## src/rtl/hyperbolic_cordic_vectoring_pipe.sv

```systemverilog
// Fully pipelined 16-stage hyperbolic CORDIC in vectoring mode: z -> atanh(y/x), x -> K_h*sqrt(x^2-y^2).
// Optional macro HCORDIC_GAIN_COMP_EN appends a registered 1/K_h correction stage on x (latency 17).
module hyperbolic_cordic_vectoring_pipe #(
   parameter int data_width    = 16,
   parameter int address_width = 4,
   parameter int guard_bits    = 2
) (
   input  logic                         clk,
   input  logic                         rst,
   input  logic                         ce,
   input  logic                         in_valid,
   input  logic signed [data_width-1:0] x_in,
   input  logic signed [data_width-1:0] y_in,
   output logic                         out_valid,
   output logic signed [data_width-1:0] x_out,
   output logic signed [data_width-1:0] y_out,
   output logic signed [data_width-1:0] z_out
);

   localparam int num_stages = 1 << address_width;
   localparam int xy_width   = data_width + guard_bits;

   // Each address already folds in the repeated shifts, so entry k is atanh(2^-s(k)) in Q2.14.
   function automatic logic signed [data_width-1:0] atanh_rom(input logic [address_width-1:0] addr);
      logic signed [data_width-1:0] val;
      case (addr)
         4'd0:    val = 16'sd9000;
         4'd1:    val = 16'sd4185;
         4'd2:    val = 16'sd2059;
         4'd3:    val = 16'sd1025;
         4'd4:    val = 16'sd1025;
         4'd5:    val = 16'sd512;
         4'd6:    val = 16'sd256;
         4'd7:    val = 16'sd128;
         4'd8:    val = 16'sd64;
         4'd9:    val = 16'sd32;
         4'd10:   val = 16'sd16;
         4'd11:   val = 16'sd8;
         4'd12:   val = 16'sd4;
         4'd13:   val = 16'sd2;
         4'd14:   val = 16'sd2;
         4'd15:   val = 16'sd1;
         default: val = 16'sd0;
      endcase
      return val;
   endfunction

   function automatic int stage_shift(input int k);
      int s;
      if (k < 4) begin
         s = k + 1;
      end else if (k < 14) begin
         s = k;
      end else begin
         s = k - 1;
      end
      return s;
   endfunction

   logic signed [xy_width-1:0]   x_r     [num_stages+1];
   logic signed [xy_width-1:0]   y_r     [num_stages+1];
   logic signed [data_width-1:0] z_r     [num_stages+1];
   logic [num_stages:0]          v_r;
   logic signed [xy_width-1:0]   x_nxt_s [num_stages];
   logic signed [xy_width-1:0]   y_nxt_s [num_stages];
   logic signed [data_width-1:0] z_nxt_s [num_stages];

   // Rotation step for every stage; both x and y updates use the old values.
   always_comb begin
      x_nxt_s = '{default: '0};
      y_nxt_s = '{default: '0};
      z_nxt_s = '{default: '0};
      for (int k = 0; k < num_stages; k++) begin
         if (!y_r[k][xy_width-1]) begin
            x_nxt_s[k] = x_r[k] - (y_r[k] >>> stage_shift(k));
            y_nxt_s[k] = y_r[k] - (x_r[k] >>> stage_shift(k));
            z_nxt_s[k] = z_r[k] + atanh_rom(k[address_width-1:0]);
         end else begin
            x_nxt_s[k] = x_r[k] + (y_r[k] >>> stage_shift(k));
            y_nxt_s[k] = y_r[k] + (x_r[k] >>> stage_shift(k));
            z_nxt_s[k] = z_r[k] - atanh_rom(k[address_width-1:0]);
         end
      end
   end

   // Input register plus 16 iteration registers with valid travelling alongside.
   always_ff @(posedge clk or posedge rst) begin
      if (rst) begin
         for (int k = 0; k <= num_stages; k++) begin
            x_r[k] <= '0;
            y_r[k] <= '0;
            z_r[k] <= '0;
         end
         v_r <= '0;
      end else if (ce) begin
         x_r[0] <= {x_in, {guard_bits{1'b0}}};
         y_r[0] <= {y_in, {guard_bits{1'b0}}};
         z_r[0] <= '0;
         for (int k = 0; k < num_stages; k++) begin
            x_r[k+1] <= x_nxt_s[k];
            y_r[k+1] <= y_nxt_s[k];
            z_r[k+1] <= z_nxt_s[k];
         end
         v_r <= {v_r[num_stages-1:0], in_valid};
      end
   end

`ifdef HCORDIC_GAIN_COMP_EN
   localparam int                          frac_bits  = data_width - 2;
   localparam logic signed [data_width-1:0] inv_gain  = 16'sh4D48;
   localparam logic signed [2*data_width-1:0] round_half = (2*data_width)'(1) << (frac_bits - 1);

   logic signed [data_width-1:0]   x_trunc_s;
   logic signed [2*data_width-1:0] x_rnd_s;
   logic signed [data_width-1:0]   xg_r;
   logic signed [data_width-1:0]   yg_r;
   logic signed [data_width-1:0]   zg_r;
   logic                           vg_r;
   logic                           unused_bits_s;

   // Q2.14 x Q2.14 product, rounded half-up back to Q2.14.
   always_comb begin
      x_trunc_s = x_r[num_stages][xy_width-1:guard_bits];
      x_rnd_s   = (x_trunc_s * inv_gain) + round_half;
   end

   // Gain-correction stage; y, z and valid are delayed by one to stay aligned.
   always_ff @(posedge clk or posedge rst) begin
      if (rst) begin
         xg_r <= '0;
         yg_r <= '0;
         zg_r <= '0;
         vg_r <= 1'b0;
      end else if (ce) begin
         xg_r <= x_rnd_s[frac_bits+data_width-1:frac_bits];
         yg_r <= y_r[num_stages][xy_width-1:guard_bits];
         zg_r <= z_r[num_stages];
         vg_r <= v_r[num_stages];
      end
   end

   assign unused_bits_s = ^{x_r[num_stages][guard_bits-1:0], y_r[num_stages][guard_bits-1:0],
                            x_rnd_s[2*data_width-1:frac_bits+data_width], x_rnd_s[frac_bits-1:0]};
   assign out_valid = vg_r;
   assign x_out     = xg_r;
   assign y_out     = yg_r;
   assign z_out     = zg_r;
`else
   logic unused_bits_s;

   assign unused_bits_s = ^{x_r[num_stages][guard_bits-1:0], y_r[num_stages][guard_bits-1:0]};
   assign out_valid = v_r[num_stages];
   assign x_out     = x_r[num_stages][xy_width-1:guard_bits];
   assign y_out     = y_r[num_stages][xy_width-1:guard_bits];
   assign z_out     = z_r[num_stages];
`endif

endmodule

```

## config.mk

```make
export PLATFORM = sky130hd
export DESIGN_NAME = hyperbolic_cordic_vectoring_pipe
export DESIGN_NICKNAME = d
export VERILOG_FILES = /design/src/rtl/hyperbolic_cordic_vectoring_pipe.sv
export SDC_FILE = /design/constraint.sdc
export NUM_CORES = 2
export LEC_CHECK = 0
export BUFFER_PORTS_ARGS = -buffer_cell sky130_fd_sc_hd__buf_4
export CORE_ASPECT_RATIO = 0.9
export CORE_MARGIN = 2
export CORE_UTILIZATION = 60
export CTS_BUF_LIST = sky130_fd_sc_hd__clkbuf_16
export CTS_CLUSTER_DIAMETER = 30
export CTS_CLUSTER_SIZE = 24
export DETAILED_ROUTE_END_ITERATION = 16
export GPL_TIMING_DRIVEN = 1
export PLACE_DENSITY_LB_ADDON = 0.15
export SKIP_CTS_REPAIR_TIMING = 1
export SYNTH_ARGS = -nofsm -noshare
export SYNTH_HDL_FRONTEND = slang
export SYNTH_SLANG_ARGS = --single-unit
```

## constraint.sdc

```tcl
create_clock -name clk -period 31 [get_ports clk]
set_input_delay 4.65 -clock clk [delete_from_list [all_inputs] [get_ports clk]]
set_output_delay 4.65 -clock clk [all_outputs]
set_load 0.005 [all_outputs]
```

# Word level (Yosys, flattened, before mapping)
# Cells that the tools add are included.
# word_totals
rom_bits,0
wordCells,321
latch_bits,0
out_inout_bits,49
memories,0
regBits,881
mem_bits_rw,0
# classes
n_shift,64
n_reduce_logical,0
addsub,95
n_eq_ne,0
bitwise_logic,0
multipliers,0
n_lt_le_gt_ge,0
mux,111
div,0
# ops
op,n
18-bit by 32-bit >>> shifter with 18-bit output,64
32-bit two-way mux,32
16-bit two-way mux,47
18-bit adder,32
18-bit two-way mux,32
18-bit subtractor,32
16-bit adder,15
16-bit subtractor,15
"1-bit by 16-bit subtractor with 16-bit output, first input constant",1

# Depth between registers and ports, before layout
# depth
word_depth,4
ltp_mapped,18

# Worst setup path before layout
# No wires, ideal clock.
# synth_path
kind,in2reg
startpoint,in ce
endpoint,reg y_r[71] (netlist name)
stages,6
required_ns,30.916
n_path_buf,5
path_slack_ns,24.499
t_arrival_ns,6.418
setup_time_ns,0.084
path_cell_list,clkbuf_1 -> clkbuf_1 -> clkbuf_1 -> clkbuf_1 -> clkbuf_1 -> mux2i_1
# synth_rtl
element,line,text
from (decl),10,"input logic ce,"
"to (signal, indexed assignment)",101,y_r[k+1] <= y_nxt_s[k];
to (decl),61,logic signed [xy_width-1:0] y_r [num_stages+1];
# No word-level cell between the ends.

==> results.cfg <==
[worst_setup_path]
worst-setup-path-type = input pin to register
cp_slowest_cell = buf_4
critPathMaxFanout = 118
arrival_ns = 8.61
path_buf_inv = 4
end_kind = register
cp_data_required_time_ns = 31.70
critPathLaunchType = input pin
critPathMaxStageDelay_ns = 0.93
worstPathCellList = buf_8 > buf_4 > buf_4 > buf_4 > nand2_1 > nor3_1 > a221oi_1 > nand2_1
cp_common_cell = buf_4
cp_top_family = buffers and inverters

[clock_tree]
cts_tree = done
cts_sinks = 860
htree_levels = 4
cts_root_buf = clkbuf_16
cts_buffers = 189
clock_latency_ns = 0.79
cts_buffer_depth = 3
clkTransAtPathRegs_ns = 0.05

[grt]
grt_overflow = 0
grt_max_degree = 182
grt_pass1_wl_um = 264000
grtUsageTotal_pct = 26.5
antenna_found_initial = 0
grt_pass1_vias = 53100

[routing]
drt_iter0_drc = 3524
viasPerCell = 5.94
vias = 54700
dr.pass1.iters = 8
wl_per_cell_um = 17.1
wl_um = 157000
ant_nets = 0
drc = 0

[floorplan]
dieArea_sq_mm = 0.118
start_util_pct = 60.3
ios = 85
die_h_um = 326
floorplan.rows = 118
die_x_um = 362
core-area_sq_mm = 0.115

[place]
portBuffers = 84
dpl.cell_count = 8859
gp_congestion = 0.903
post-dp-hpwl_um = 114000

[yosys]
netlist_area_sq_mm = 0.0690
yosysSeqAreaShare_pct = 31.2
synthMuxAreaShare_pct = 9.52
synth_top_family_by_area = compound AO/OA/AOI/OAI gates
synth_cell_type_count = 84
yosys.area_share.xor_xnor_pct = 10.0
synth_nets = 8343
synth-edff-count = 0
syn_inst = 7485
synth_fa_ha_area_share_pct = 15.4
async_flop_share_pct = 100
dominantRegCellSynth = dfrtp_1
synthSimpleGateAreaFrac_pct = 13.3
yosysWarnings = 0
ys_ff_latch = 860
avgSynthCellArea_sq_um = 9.22
synth-compound-area-share_pct = 17.1

[flow_run]
drv_cap = 0

[finish]
drive_above_1_share_pct = 13.4
nNetsFinal = 8408
stdcell_count = 9209
final_util_pct = 67.4
antenna_cells = 0
fillers = 9116
syn_to_final_growth_pct = 11.9
seqCellArea_sq_mm = 0.0215
multi_input_area_sq_mm = 0.0451

[sta]
max_freq_mhz = 127
grt_setup_unrepaired = false
finalCritPeriodShare_pct = 25.5
period_needed_ns = 7.90
drv_slew = 0
slew_headroom_pct = 24.1
tightest_slew_ns = 1.14
fin_skew_ns = 0.0272
setup_tns_ns = 0
hold_viol = 0
setup_viol = 0

[outcome]
status = finished, final reports clean

[min_path]
hold_class = register to register
[layout by cell type (no fill, tap or decap), types with 76 or more instances in the layout]
| master | netlist | final |
|---|---|---|
| dfrtp_1 | 860 | 860 |
| ha_1 | 774 | 774 |
| a21oi_1 | 614 | 614 |
| nor2_1 | 587 | 587 |
| mux2_2 | 535 | 535 |
| xnor2_1 | 500 | 500 |
| nand2_1 | 499 | 499 |
| o21ai_0 | 421 | 421 |
| inv_1 | 347 | 363 |
| xor2_1 | 292 | 292 |
| nor3_1 | 227 | 227 |
| clkbuf_16 | 0 | 194 |
| a21o_1 | 185 | 185 |
| nand3_1 | 142 | 142 |
| buf_4 | 48 | 119 |
| a31oi_1 | 89 | 89 |
| nor2b_1 | 86 | 86 |
| o21bai_1 | 76 | 76 |
[synthesized netlist by cell type, types with 73 or more instances]
cell        n  area, sq um
xor2_1    292         2560
ha_1      774         9680
o21bai_1   76          571
nand3_1   142          711
clkbuf_1  174          653
xnor2_1   500         4380
o21ai_0   421         2110
nor2_1    587         2200
nand2b_1   73          457
mux2_2    535         6020
a21oi_1   614         3070
a21o_1    185         1390
nand2_1   499         1870
nor2b_1    86          538
inv_1     347         1300
dfrtp_1   860        21500
nor3_1    227         1140
a31oi_1    89          557
[layer usage]
metal / routed length, um / track usage, % / vias up / share of wire, %
met5: 0 / 0 / - / 0
met4: 2830 / 7.03 / 0 / 1.8
met3: 6170 / 3.48 / 215 / 3.9
met2: 74200 / 43.9 / 1025 / 47
met1: 73900 / 36.7 / 26400 / 47
li1: - / - / 27100 / -
[path summary, 6_finish.rpt]
check / from / end / slack [ns] / cells past startpoint
worst max-delay path: ce / x_r[194] / 23.10 / 8
worst min-delay path: z_r[185] / z_r[169] / 0.47 / 1
worst max register to register: x_r[274] / y_r[269] / 26.54 / 15
worst min register to register: z_r[185] / z_r[169] / 0.47 / 1
max in group asynchronous: rst / x_r[33] / 23.70 / 5
min in group asynchronous: rst / x_r[194] / 3.99 / 2
[flip-flops by register name, indices dropped and copies added, names as in the netlist]
register / flops
z_r: 225
y_r: 285
x_out: 16
x_r: 285
y_out: 16
v_r: 17
z_out: 16
[stage by stage]
step	setup WS, ns	hold WS, ns	instance area, sq um
detailed placement	22.41	0.469	70800
CTS	23.22	0.475	77200
global route	22.86	0.489	77200
floorplan	2.18	0.443	69000
finish	23.10	0.470	77200
global placement	22.45	0.463	70800
[cells by family after synthesis]
family                     after synthesis
buffers and inverters                  602
adders and majority gates              822
xor gates and xnor gates               792
muxes                                  589
DFF                                    860
AOI/OAI and AO/OA                     1873
and+or+nand+nor                       1947
[worst register-to-register path, delay by kind of cell, from the launching register on]
kind                       cells  cell delay [ns]
xor gates and xnor gates       2             0.34
muxes                          1             0.08
DFF                            1             0.44
and+or+nand+nor                8             2.26
AOI/OAI and AO/OA              3             0.97
adders and majority gates      1             0.23
[cell type report]
| type | count | share of cell area, % |
|---|---|---|
| multi-input cells | 6023 | 58.4 |
| inverters | 354 | 1.74 |
| repair buffers | 122 | 1.23 |
| clock inverters | 156 | 2.10 |
| well taps | 1500 | 2.43 |
| flip-flops and latches | 860 | 27.9 |
| clock buffers | 194 | 6.28 |
Power is not shown: default switching activity piles up to over one toggle a cycle in this logic, so the estimate is an artifact.
